[config.mk]
export PLATFORM = sky130hd
export DESIGN_NAME = rr_arbiter
export DESIGN_NICKNAME = d
export VERILOG_FILES = /design/src/rtl/rr_arbiter.sv
export SDC_FILE = /design/constraint.sdc
export NUM_CORES = 1
export LEC_CHECK = 0
export ABC_AREA = 0
export CAP_MARGIN = 30
export CORE_AREA = 3 3 50 63
export DETAILED_ROUTE_END_ITERATION = 10
export DIE_AREA = 0 0 53 66
export PLACE_DENSITY = 0.52
export SLEW_MARGIN = 20
export SYNTH_ARGS = -nofsm -noshare
export SYNTH_HDL_FRONTEND = slang
export SYNTH_SLANG_ARGS = --single-unit
[constraint.sdc]
create_clock -name clk -period 2 [get_ports clk]
set_clock_uncertainty 0.1 [all_clocks]
set_input_delay 0.4 -clock clk [delete_from_list [all_inputs] [get_ports clk]]
set_output_delay 0.4 -clock clk [all_outputs]
set_load 0.1 [all_outputs]
[src/rtl/rr_arbiter.sv]
// Rotating-priority arbiter sharing one resource between N requesters.
// The search for a new owner starts at a rotating pointer and runs downward
// with wrap. The owner keeps the grant until it raises done, drops its
// request, or has held the grant for MAX_HOLD cycles (MAX_HOLD=0 disables the
// hold limit). On release the next winner is granted on the following edge,
// so there is no dead cycle between owners.
//
// Ports:
//   clk        clock, rising-edge
//   rst_n      asynchronous active-low reset
//   req[N]     request vector, bit i = requester i wants the resource
//   done       current owner releases the grant (ignored while idle)
//   gnt[N]     registered one-hot grant
//   gnt_id     binary index of the owner, 0 when idle
//   gnt_valid  high while a grant is active (OR of gnt)
//   timeout    one-cycle pulse after a grant is revoked by the hold limit
//
// state | meaning
// IDLE  | no owner, outputs zero
// GRANT | requester gnt_id owns the resource
module rr_arbiter #(
  parameter int N        = 4,
  parameter int IDW      = 2,
  parameter int MAX_HOLD = 8
) (
  input  logic           clk,
  input  logic           rst_n,
  input  logic [N-1:0]   req,
  input  logic           done,
  output logic [N-1:0]   gnt,
  output logic [IDW-1:0] gnt_id,
  output logic           gnt_valid,
  output logic           timeout
);

  localparam int CW = (MAX_HOLD > 0) ? $clog2(MAX_HOLD + 1) : 1;
  localparam logic [CW-1:0] HOLD_MAX = CW'(MAX_HOLD);

  typedef enum logic {IDLE, GRANT} state_t;

  state_t         state_q, state_d;
  logic [N-1:0]   gnt_q, gnt_d;
  logic [IDW-1:0] gnt_id_q, gnt_id_d;
  logic [IDW-1:0] ptr_q, ptr_d;
  logic [CW-1:0]  hold_q, hold_d;
  logic           timeout_q, timeout_d;

  logic           win_found;
  logic [IDW-1:0] win_id;
  logic           owner_req;
  logic           hold_hit;
  logic           release_now;

  // Priority search: ptr, ptr-1, ..., 0, N-1, ..., ptr+1. Because ptr is
  // left at owner-1 after every grant, the previous owner is searched last.
  always_comb begin
    int             idx;
    logic [IDW-1:0] idx_v;
    win_found = 1'b0;
    win_id    = '0;
    idx       = 0;
    idx_v     = '0;
    for (int i = 0; i < N; i++) begin
      idx = int'(ptr_q) - i;
      if (idx < 0) idx = idx + N;
      idx_v = IDW'(idx);
      if (!win_found && req[idx_v]) begin
        win_found = 1'b1;
        win_id    = idx_v;
      end
    end
  end

  assign owner_req   = req[gnt_id_q];
  assign hold_hit    = (MAX_HOLD != 0) && (hold_q == HOLD_MAX);
  assign release_now = done || !owner_req || hold_hit;

  always_comb begin
    state_d   = state_q;
    gnt_d     = gnt_q;
    gnt_id_d  = gnt_id_q;
    ptr_d     = ptr_q;
    hold_d    = hold_q;
    timeout_d = 1'b0;

    if (state_q == IDLE || release_now) begin
      // done or a dropped request take precedence over the hold limit
      timeout_d = (state_q == GRANT) && hold_hit && !done && owner_req;
      if (win_found) begin
        state_d  = GRANT;
        gnt_d    = {{(N-1){1'b0}}, 1'b1} << win_id;
        gnt_id_d = win_id;
        ptr_d    = (win_id == '0) ? IDW'(N - 1) : win_id - 1'b1;
        hold_d   = CW'(1);
      end else begin
        state_d  = IDLE;
        gnt_d    = '0;
        gnt_id_d = '0;
        hold_d   = '0;
      end
    end else if (hold_q != {CW{1'b1}}) begin
      hold_d = hold_q + 1'b1;
    end
  end

  always_ff @(posedge clk or negedge rst_n) begin
    if (!rst_n) begin
      state_q   <= IDLE;
      gnt_q     <= '0;
      gnt_id_q  <= '0;
      ptr_q     <= IDW'(N - 1);
      hold_q    <= '0;
      timeout_q <= 1'b0;
    end else begin
      state_q   <= state_d;
      gnt_q     <= gnt_d;
      gnt_id_q  <= gnt_id_d;
      ptr_q     <= ptr_d;
      hold_q    <= hold_d;
      timeout_q <= timeout_d;
    end
  end

  assign gnt       = gnt_q;
  assign gnt_id    = gnt_id_q;
  assign gnt_valid = |gnt_q;
  assign timeout   = timeout_q;

endmodule

==> results.sh <==
export IMPL_pin_count=15
export IMPL_crit_buf_inv=1
export IMPL_dp_hpwl_mm=1.25
export IMPL_synthAdderAreaFrac=0.0968
export IMPL_htree_num_levels=1
export IMPL_outcome="completed"
export IMPL_tritoncts="done"
export IMPL_maxCapViolCount=0
export IMPL_die_area_mm2=0.00350
export IMPL_grt_pass1_vias=685
export IMPL_start_util=0.292
export IMPL_slew_headroom=0.728
export IMPL_max_freq_mhz=516
export IMPL_antenna_found_initial=0
export IMPL_vias_per_cell=4.72
export IMPL_synth_cells=81
export IMPL_crit_fanout=3
export IMPL_async_reset_ff_frac=1.00
export IMPL_start_kind="flop"
export IMPL_core_region_area_mm2=0.00265
export IMPL_fp_dieH_um=66
export IMPL_synthXorXnorAreaFrac=0.0113
export IMPL_syn_num_nets=94
export IMPL_final_common_cell="nand2_1"
export IMPL_cts_made_buffers=3
export IMPL_grt_util_all_layers=0.110
export IMPL_cp_cell_sequence="or4_4 > buf_12"
export IMPL_dpl_worst_slack_ns=-0.187
export IMPL_post_drt_wl_per_cell_um=10.8
export IMPL_synth_seq_cells=14
export IMPL_drc=0
export IMPL_drt_wl_total_mm=1.50
export IMPL_synth_simple_area_share=0.211
export IMPL_nNetsFinal=118
export IMPL_postCtsSetupBuffers=0
export IMPL_synth_compound_area_share=0.106
export IMPL_drt_initial_drc_count=8
export IMPL_final_cell_mix="10 x nand2_1, 8 x inv_1, 8 x buf_4"
export IMPL_yosysUniqueCellTypes=28
export IMPL_drv_slew=0
export IMPL_hold_ws_ns=0.327
export IMPL_tightestPinTransition_ns=0.404
export IMPL_n_fill_cell=270
export IMPL_ys_seq_area_frac=0.455
export IMPL_cts_root_buf="clkbuf_4"
export IMPL_num_vias=652
export IMPL_fin_ws_ns=0.0639
export IMPL_clk_latency_ns=0.27
export IMPL_critPathSlowestCell="or4_4"
export IMPL_synth_edf_count=0
export IMPL_cp_arrival_ns=1.44
export IMPL_cts_resized=0
export IMPL_first_pass_iters=4
export IMPL_num_antenna_cells=0
export IMPL_crit_type="flop to output pin"
export IMPL_synth_area_um2=776
export IMPL_fin_crit_ns=1.94
export IMPL_hold_viol=0
export IMPL_period_share=0.968
export IMPL_synthFlopType="dfrtp_1"
export IMPL_crit_path_max_incr_delay_ns=0.55
export IMPL_drive_gt1_frac=0.298
export IMPL_synth_top_family_by_area="simple AND/OR/NAND/NOR gates"
export IMPL_grt_start_max_net_pins=15
export IMPL_endpoint_kind="output pin"
export IMPL_cp_data_required_time_ns=1.50
export IMPL_hp_class="input pin to async pin"
export IMPL_cp_top_family="simple AND/OR/NAND/NOR gates"
export IMPL_postCtsHoldBufs=0
export IMPL_synthMuxAreaShare=0.0565
export IMPL_avgSynthCellArea_um2=9.58
export IMPL_grt_pass1_wl_mm=2.84
export IMPL_die_w_um=53
export IMPL_gp_congestion=0.737
export IMPL_grt_overflow_total=0
export IMPL_clk_path_buf_depth=2
export IMPL_cts_sinks=14
export IMPL_path_clk_slew_ns=0.08
export IMPL_yosysWarnings=0
export IMPL_port_buffer_count=14
export IMPL_setup_violations=0
export IMPL_rsz0062_at_grt="false"
export IMPL_antenna_left=0
export IMPL_row_count=21
export IMPL_syn2layout_area_growth_pct=41.8
## state kept, by name, indices dropped and copies added (netlist names)
register  flops
gnt           4
gnt_id        2
hold_q        4
ptr_q         2
state_q       1
timeout       1
## per-stage QoR
step | area (µm²) | utilization | setup TNS [ns] | std cells
final | 1100 | 0.414 | 0 | 138
after global routing | 1100 | 0.414 | 0 | 138
after CTS | 1100 | 0.413 | 0 | 138
after detailed placement | 1070 | 0.403 | -0.826 | 134
after global placement | 1070 | 0.403 | -0.545 | 134
after floorplan | 786 | - | 0 | 81
## layer usage
metal	GRT usage	vias to the layer above	share of wire
li1	-	332	-
met3	0.0248	4	0.058
met2	0.193	17	0.48
met1	0.123	299	0.44
met4	0.0479	0	0.020
met5	0	-	0
## cells in the mapped netlist, types with 2 or more instances
library cell,number,area [µm²]
nand2_1,10,37.5
a221oi_1,2,17.5
ha_1,6,75.1
nor3_1,2,10.0
nand3_1,7,35.0
inv_1,8,30.0
dfrtp_1,12,300
dfstp_2,2,52.6
nor2_1,7,26.3
a21oi_1,7,35.0
## final cells by class
type                       count  area [µm²]  share of cell area
sequential                    14         359               0.327
inverter                       8        30.0              0.0273
multi-input combinational     57         382               0.347
timing repair buffer          21         260               0.237
tap                           34        42.5              0.0387
clock buffer                   4        26.3              0.0239
## cells by family (layout without fill, tap and decap cells)
kind of cell,after synthesis,count (layout)
flip-flops,14,14
AO/OA/AOI/OAI,13,13
AND/OR/NAND/NOR,34,34
buffers and inverters,10,33
multiplexers,3,3
adder cells (fa/ha/maj),6,6
XOR/XNOR,1,1
## worst register-to-register path, cell delays in order, from the launching register on
cell	delay, ns
dfstp_2	0.58
inv_1	0.05
a221oi_1	0.21
o32a_1	0.24
inv_1	0.07
ha_1	0.29
a21oi_1	0.13
## path summary, 6_finish.rpt
check,cells after the start,endpoint,startpoint,slack [ns]
setup / recovery,2,gnt_valid,gnt[1]$_DFFE_PN0N_,0.06
hold / removal,2,hold_q[3]$_DFFE_PN0P_,rst_n,0.33
setup reg to reg,6,ptr_q[1]$_DFFE_PN1P_,ptr_q[1]$_DFFE_PN1P_,0.26
hold reg to reg,2,gnt[3]$_DFFE_PN0N_,gnt[3]$_DFFE_PN0N_,0.44
max in group asynchronous,2,ptr_q[0]$_DFFE_PN1P_,rst_n,1.23
min in group clk,2,gnt[3]$_DFFE_PN0N_,gnt[3]$_DFFE_PN0N_,0.44
Power is left out: the tool's default activity adds up to more than one toggle a clock period on the data nets, which glitch-free logic cannot reach.
